==> src/rtl/ps2_host_tx.sv <==
// Host-to-device PS/2 transmitter: request-to-send, bit shifting on device clocks,
// ACK check and return-to-idle wait, driving both pads open-drain.
module ps2_host_tx #(
  parameter int INHIBIT_CYCLES = 10_000,
  parameter int TIMEOUT_CYCLES = 2_000_000,
  parameter int FILTER_LEN     = 4
) (
  input  logic       clk,
  input  logic       rst,
  input  logic       tx_valid,
  input  logic [7:0] tx_data,
  output logic       tx_ready,
  output logic       tx_done,
  output logic       tx_error,
  output logic       busy,
  input  logic       PS2_clk_in,
  input  logic       PS2_data_in,
  output logic       PS2_clk_oe,
  output logic       PS2_data_oe
);

  localparam int INH_W = (INHIBIT_CYCLES > 1) ? $clog2(INHIBIT_CYCLES) : 1;
  localparam int TO_W  = (TIMEOUT_CYCLES > 1) ? $clog2(TIMEOUT_CYCLES) : 1;
  localparam int FLT_W = (FILTER_LEN > 1) ? $clog2(FILTER_LEN) : 1;

  localparam logic [INH_W-1:0] INH_LAST  = INH_W'(INHIBIT_CYCLES - 1);
  localparam logic [INH_W-1:0] INH_START = INH_W'(INHIBIT_CYCLES - 2);
  localparam logic [TO_W-1:0]  TO_LAST   = TO_W'(TIMEOUT_CYCLES - 1);
  localparam logic [FLT_W-1:0] FLT_LAST  = FLT_W'(FILTER_LEN - 1);

  typedef enum logic [2:0] {
    IDLE,
    INHIBIT,
    RTS,
    WAIT_IDLE,
    DONE,
    ERR
  } state_t;

  function automatic logic [INH_W-1:0] inh_sat_inc(input logic [INH_W-1:0] v);
    return (v == INH_LAST) ? v : v + 1'b1;
  endfunction

  function automatic logic [TO_W-1:0] to_sat_inc(input logic [TO_W-1:0] v);
    return (v == TO_LAST) ? v : v + 1'b1;
  endfunction

  // Index 0 is the clock line, index 1 the data line.
  logic [1:0]       sync_p0;
  logic [1:0]       sync_p1;
  logic [1:0]       filt_p2;
  logic [FLT_W-1:0] run_cnt [2];
  logic             fall_p3;

  // Stage p0/p1: two-flop synchronizer; p2: run-length filter; p3: falling-edge strobe
  always_ff @(posedge clk or posedge rst) begin
    if (rst) begin
      sync_p0    <= 2'b11;
      sync_p1    <= 2'b11;
      filt_p2    <= 2'b11;
      run_cnt[0] <= '0;
      run_cnt[1] <= '0;
      fall_p3    <= 1'b0;
    end else begin
      sync_p0 <= {PS2_data_in, PS2_clk_in};
      sync_p1 <= sync_p0;
      fall_p3 <= 1'b0;
      for (int i = 0; i < 2; i++) begin
        if (sync_p1[i] == filt_p2[i]) begin
          run_cnt[i] <= '0;
        end else if (run_cnt[i] == FLT_LAST) begin
          filt_p2[i] <= sync_p1[i];
          run_cnt[i] <= '0;
          if (i == 0 && !sync_p1[i]) fall_p3 <= 1'b1;
        end else begin
          run_cnt[i] <= run_cnt[i] + 1'b1;
        end
      end
    end
  end

  state_t           state;
  logic [7:0]       shift_q;
  logic             parity_q;
  logic [3:0]       bit_cnt;
  logic [INH_W-1:0] inh_cnt;
  logic [TO_W-1:0]  to_cnt;
  logic             clk_oe_q;
  logic             data_oe_q;
  logic             ready_q;
  logic             done_q;
  logic             err_q;

  always_ff @(posedge clk or posedge rst) begin
    if (rst) begin
      state     <= IDLE;
      shift_q   <= '0;
      parity_q  <= 1'b0;
      bit_cnt   <= '0;
      inh_cnt   <= '0;
      to_cnt    <= '0;
      clk_oe_q  <= 1'b0;
      data_oe_q <= 1'b0;
      ready_q   <= 1'b1;
      done_q    <= 1'b0;
      err_q     <= 1'b0;
    end else begin
      done_q <= 1'b0;
      err_q  <= 1'b0;
      case (state)
        IDLE: begin
          if (tx_valid && ready_q) begin
            state    <= INHIBIT;
            ready_q  <= 1'b0;
            clk_oe_q <= 1'b1;
            shift_q  <= tx_data;
            parity_q <= ~^tx_data;
            bit_cnt  <= '0;
            inh_cnt  <= '0;
          end
        end
        INHIBIT: begin
          inh_cnt <= inh_sat_inc(inh_cnt);
          // Start bit goes out one cycle before the clock is released.
          if (inh_cnt == INH_START) data_oe_q <= 1'b1;
          if (inh_cnt == INH_LAST) begin
            clk_oe_q  <= 1'b0;
            data_oe_q <= 1'b1;
            to_cnt    <= '0;
            state     <= RTS;
          end
        end
        RTS: begin
          to_cnt <= to_sat_inc(to_cnt);
          if (to_cnt == TO_LAST) begin
            clk_oe_q  <= 1'b0;
            data_oe_q <= 1'b0;
            err_q     <= 1'b1;
            state     <= ERR;
          end else if (fall_p3) begin
            if (bit_cnt != 4'd10) bit_cnt <= bit_cnt + 1'b1;
            if (bit_cnt <= 4'd7) begin
              data_oe_q <= ~shift_q[0];
              shift_q   <= {1'b0, shift_q[7:1]};
            end else if (bit_cnt == 4'd8) begin
              data_oe_q <= ~parity_q;
            end else if (bit_cnt == 4'd9) begin
              data_oe_q <= 1'b0;
            end else begin
              data_oe_q <= 1'b0;
              if (!filt_p2[1]) begin
                state <= WAIT_IDLE;
              end else begin
                err_q <= 1'b1;
                state <= ERR;
              end
            end
          end
        end
        WAIT_IDLE: begin
          to_cnt    <= to_sat_inc(to_cnt);
          clk_oe_q  <= 1'b0;
          data_oe_q <= 1'b0;
          if (to_cnt == TO_LAST) begin
            err_q <= 1'b1;
            state <= ERR;
          end else if (&filt_p2) begin
            done_q <= 1'b1;
            state  <= DONE;
          end
        end
        DONE: begin
          ready_q <= 1'b1;
          state   <= IDLE;
        end
        ERR: begin
          clk_oe_q  <= 1'b0;
          data_oe_q <= 1'b0;
          ready_q   <= 1'b1;
          state     <= IDLE;
        end
        default: begin
          clk_oe_q  <= 1'b0;
          data_oe_q <= 1'b0;
          ready_q   <= 1'b1;
          state     <= IDLE;
        end
      endcase
    end
  end

  assign tx_ready    = ready_q;
  assign busy        = ~ready_q;
  assign tx_done     = done_q;
  assign tx_error    = err_q;
  assign PS2_clk_oe  = clk_oe_q;
  assign PS2_data_oe = data_oe_q;

endmodule
==> config.mk <==
export PLATFORM = sky130hd
export DESIGN_NAME = ps2_host_tx
export DESIGN_NICKNAME = d
export VERILOG_FILES = /design/src/rtl/ps2_host_tx.sv
export SDC_FILE = /design/constraint.sdc
export NUM_CORES = 1
export LEC_CHECK = 0
export ABC_AREA = 1
export CORE_AREA = 8 8 91 109
export DETAILED_ROUTE_END_ITERATION = 10
export DIE_AREA = 0 0 99 117
export PLACE_DENSITY_LB_ADDON = 0.25
export REMOVE_ABC_BUFFERS = 1
export SETUP_SLACK_MARGIN = 0.1
export SYNTH_ARGS = -nofsm -noshare
export SYNTH_HDL_FRONTEND = slang
export SYNTH_SLANG_ARGS = --single-unit
==> constraint.sdc <==
create_clock -name clk -period 2.8 [get_ports clk]
set_input_delay 0.42 -clock clk [delete_from_list [all_inputs] [get_ports clk]]
set_output_delay 0.42 -clock clk [all_outputs]
set_load 0.02 [all_outputs]
## Word level (Yosys, flattened, before mapping)

Index checks and enable logic that the tools add are counted.
Widths: inputs -> output; s select.

- Reduce and logical (&&, ||, !) cells: 21
- Bitwise gates (word level): 8
- Mux-type cells: 58
- Add/sub/neg operators: 5
- $lt $le $gt $ge: 1
- Equality and inequality tests: 29

Operator list:

| operator | number |
|---|---|
| $mux 21 | 2 |
| $pmux 21 s2 | 1 |
| $mux 8 | 4 |
| $mux 3 | 10 |
| $eq 14x14->1 const B | 2 |
| $mux 14 | 2 |
| $pmux 14 s2 | 1 |
| $mux 1 | 23 |
| $add 21x1->21 const B | 1 |
| $eq 21x21->1 const B | 1 |
| $ne 2x2->1 const B | 9 |
| $ne 3x3->1 const B | 6 |
| $mux 4 | 4 |
| $pmux 8 s2 | 1 |
| $add 14x1->14 const B | 1 |
| $pmux 3 s4 | 1 |
| $reduce_and 2->1 | 5 |
| $reduce_and 5->1 | 2 |
| $reduce_and 3->1 | 3 |
| $eq 4x4->1 const B | 2 |
| $mux 2 | 4 |
| $not 1->1 | 8 |
| $pmux 4 s2 | 1 |
| $reduce_xnor 8->1 | 1 |
| other kinds (19) | 27 |

- Word-level logic and storage cells: 140
- Output and inout port bits: 6
- Flip-flop bits (word level): 67

## Longest topological paths before layout

- Depth in word-level cells: 7
- Mapped depth: 11

## Worst setup path after synthesis

OpenSTA, ideal clock, no wires.

- Kind: flip-flop to flip-flop
- From: register to_cnt[0]
- To: register to_cnt[3]
- Stages on the path, launching flop included: 10
- Library setup time: 0.116 ns
- Data required time: 2.684 ns
- Arrival: 1.459 ns
- Slack: 1.225 ns
- Period minus slack after synthesis: 1.575 ns
- Cell sequence: dfrtp_1 > ha_1 > nand3_2 > nor2_1 > nand4_2 > nand2_4 > inv_4 > buf_12 > nand2_1 > nand2_1

- Word-level cells in the longest chain between the ends: 3

RTL lines:

| item | line | source |
|---|---|---|
| start: declaration | 87 | `logic [TO_W-1:0] to_cnt;` |
| start signal: assignment | 134 | `to_cnt <= to_sat_inc(to_cnt);` |
| start signal: assignment | 161 | `to_cnt <= to_sat_inc(to_cnt);` |
| $add 21x1->21 or $eq 21x21->1 (tied branches) | 45 | `return (v == TO_LAST) ? v : v + 1'b1;` |
| $mux 21 or $ne 2x2->1 (tied branches) | n/a |  |
| $pmux 21 s2 or $reduce_and 3->1 (tied branches) | n/a |  |

Parallel ways exist; a longest one is shown, timed or not. The select of a mux whose other input is x is not followed.
A chain may end at the register's enable or synchronous reset.

## Final worst setup path

- From: register ready_q, in the netlist tx_ready
- To: output tx_ready

RTL lines:

| item | line | source |
|---|---|---|
| start: declaration | 90 | `logic ready_q;` |
| start signal: assignment | 104 | `ready_q <= 1'b1;` |
| start signal: assignment | 114 | `ready_q <= 1'b0;` |
| start signal: assignment | 173 | `ready_q <= 1'b1;` |
| end: declaration | 12 | `output logic tx_ready,` |

No word-level cell between the ends.

==> flow_summary.yaml <==
worst_hold_path:
  min_delay_worst_endpoint: "sync_p1[1]$_DFF_PP1_"
  min_from: "sync_p0[1]$_DFF_PP1_"
  whs_path_depth: 0
  hold_class: "reg -> reg"
sta:
  finalSetupViolCount: 0
  slew_violations: 0
  hold_violations: 0
  clock_skew_ns: 0.0116
  fin_crit_sh_pct: 70.4
  rsz0062_at_grt: "no"
  fin_ws_ns: 0.829
  max_freq_mhz: 507
  timing.final.crit_period_ns: 1.97
  worstMarginPinSlew_ns: 0.822
  setup_tns_ns: 0
  slew_headroom_pct: 44.7
power:
  intPower_mw: 1.58
  power_leakage_nw: 2.15
  switching_share_pct: 23.5
  p_per_area_nw_per_um2: 449
  seqPwrFrac_pct: 50.6
  combPwrFrac_pct: 7.3
  p_clk_share_pct: 42.1
  vdd_ir_drop_max_mv: 0.268
  p_switching_mw: 0.485
placed_design:
  dp_hpwl_mm: 6.83
  io_buffers: 18
  placed_area_um2: 4400
  place_ws_ns: 0.898
  place.gp.congestion: 0.905
  placedCellCount: 648
worst_setup_path:
  worstPathMaxFanout: 5
  crit_arrival_ns: 1.55
  cp_cell_sequence: "clkdlybuf4s50_1"
  cp_slowest_stage_delay_ns: 0.62
  rrSetupSlack_ns: 0.83
  worstRegToRegCells: 8
  crit_required_ns: 2.38
  cp_slowest_cell: "clkdlybuf4s50_1"
  worst-path-buf-inv: 1
  rr_endpoint: "state[0]$_DFFE_PP0P_"
  cp_top_family: "buffers and inverters"
  endpoint_kind: "output pin"
  r2r_start: "to_cnt[0]$_DFFE_PP0P_"
  critPathKind: "reg -> out"
  cp-start-kind: "flip-flop"
finish:
  syn_to_final_growth_pct: 11.1
  fillers: 796
  layout-drive-gt1-share_pct: 10.8
  diodes: 0
  final_area_um2: 4610
  final_cell_mix: "nand2_1 (179), dfrtp_1 (60), nor2_1 (60)"
  utilization_pct: 55.6
  layout_commonest_cell: "nand2_1"
  nets: 584
  fin_cells: 664
floorplan:
  die_w_um: 99
  die_area_um2: 11600
  die-height_um: 117
  io_pins: 19
  coreArea_um2: 8290
  row_count: 37
  initial_core_util_pct: 50.1
outcome:
  outcome: "finished, final reports clean"
clock_network:
  cts_tree: "built"
  clk_pin_slew_ns: 0.08
  cts_hold_buf: 0
  cts.repair.resized: 0
  postCtsSetupRepairBufs: 0
  cts_buffers: 9
  clockRootBuffer: "clkbuf_8"
  cts_buffer_depth: 2
  htree_levels: 3
  clock_sinks: 67
  clock_latency_ns: 0.36
route:
  viasPerCell: 5.38
  routed-via-count: 3572
  drt_pass1_iterations: 4
  ant_nets: 0
  wl_per_cell_um: 13.9
  routed_wl_mm: 9.23
  drc: 0
  drt_iter0_drc: 150
global_routing:
  gr-usage-all-layers_pct: 17.6
  grt_pass1_wl_mm: 16.2
  antenna_found_initial: 0
  grt.overflow.total: 0
  grt_max_degree: 45
  first_global_vias: 3591
synth:
  synth_seq_cells: 67
  yosys_warnings: 0
  syn_area_um2: 4150
  synth.avg_cell_area_um2: 7.71
  seq_area_frac_synth_pct: 40.6
  synth_cells: 538
  synth_cell_type_count: 39
run:
  maxCapViolations: 0
## worst max-delay path by stage
stage / from / to / slack (ns) / cells past startpoint
3_5_place_dp: to_cnt[0]$_DFFE_PP0P_ / state[0]$_DFFE_PP0P_ / 0.90 / 8
2_1_floorplan: rst / PS2_clk_oe$_DFFE_PP0P_ / 0.71 / 1
4_1_cts: tx_ready$_DFFE_PP1P_ / tx_ready / 0.80 / 1
5_1_grt: to_cnt[0]$_DFFE_PP0P_ / state[0]$_DFFE_PP0P_ / 0.63 / 9
3_3_place_gp: to_cnt[0]$_DFFE_PP0P_ / state[1]$_DFFE_PP0P_ / 1.0 / 8
6_report: tx_ready$_DFFE_PP1P_ / tx_ready / 0.83 / 1
## cells by family (layout without fill, tap and decap cells)
family                   count (synthesis)  in the layout  synth area share, %
AND/OR/NAND/NOR                        336            336                 37.6
flip-flops                              67             67                 40.6
buffers and inverters                   57             86                 6.45
AO/OA/AOI/OAI                           42             42                 6.94
XOR/XNOR                                27             27                 5.70
adder cells (fa/ha/maj)                  9              9                 2.71
## cell type report
type / count / area (um^2) / area share (%)
clock buffer: 10 / 128 / 2.77
clock inverter: 6 / 80.1 / 1.74
inverter: 51 / 199 / 4.32
multi-input combinational: 414 / 2200 / 47.6
sequential: 67 / 1690 / 36.6
tap: 97 / 121 / 2.63
timing repair buffer: 19 / 200 / 4.34
## power by group through the flow
stage	Combinational (mW)	Sequential, mW	Clock [mW]
6_report	0.151	1.05	0.871
3_5_place_dp	0.156	1.07	0
5_1_grt	0.175	1.05	0.945
2_1_floorplan	0.108	1.06	0
3_3_place_gp	0.147	1.06	0
4_1_cts	0.155	1.05	0.897
## flip-flops by register name (all words and copies together), names as in the netlist
register     flops
sync_p0          2
fall_p3          1
sync_p1          2
inh_cnt         14
filt_p2          2
tx_done          1
shift_q          8
parity_q         1
run_cnt          4
tx_error         1
tx_ready         1
PS2_clk_oe       1
PS2_data_oe      1
state            3
to_cnt          21
bit_cnt          4
## per-stage QoR
| step | total power, mW | hold WS, ns |
|---|---|---|
| final | 2.07 | 0.357 |
| after global routing | 2.17 | 0.358 |
| after CTS | 2.10 | 0.359 |
| after detailed placement | 1.22 | 0.351 |
| after global placement | 1.21 | 0.346 |
| after floorplan | 1.16 | 0.345 |
## routing by layer
metal	part of all wire, %	wire (um)	track usage [%]	vias to the layer above
met5	0	0	0	-
met4	3.5	325	12.0	0
met3	3.1	288	3.43	24
met2	49	4530	30.1	64
met1	44	4090	19.8	1699
li1	-	-	-	1785
## synth_stat cells (all sizes together)
cell	number	share of area, %
nand2	185	17
clkinv	1	0.21
or2	2	0.30
o21bai	1	0.18
o22ai	7	1.1
dfrtp	60	36
dfstp	7	4.4
xnor2	9	1.9
nor4	1	0.15
nor2	65	7.1
ha	9	2.7
nand3	52	8.0
buf	6	1.7
inv	50	4.6
nor3	11	1.3
nand4	16	2.6
nand3b	2	0.36
a21oi	4	0.75
a21boi	1	0.18
o21ai	26	4.2
xor2	18	3.8
nor3b	2	0.36
o31ai	3	0.54
No activity file was read; power rests on OpenSTA's default activity.
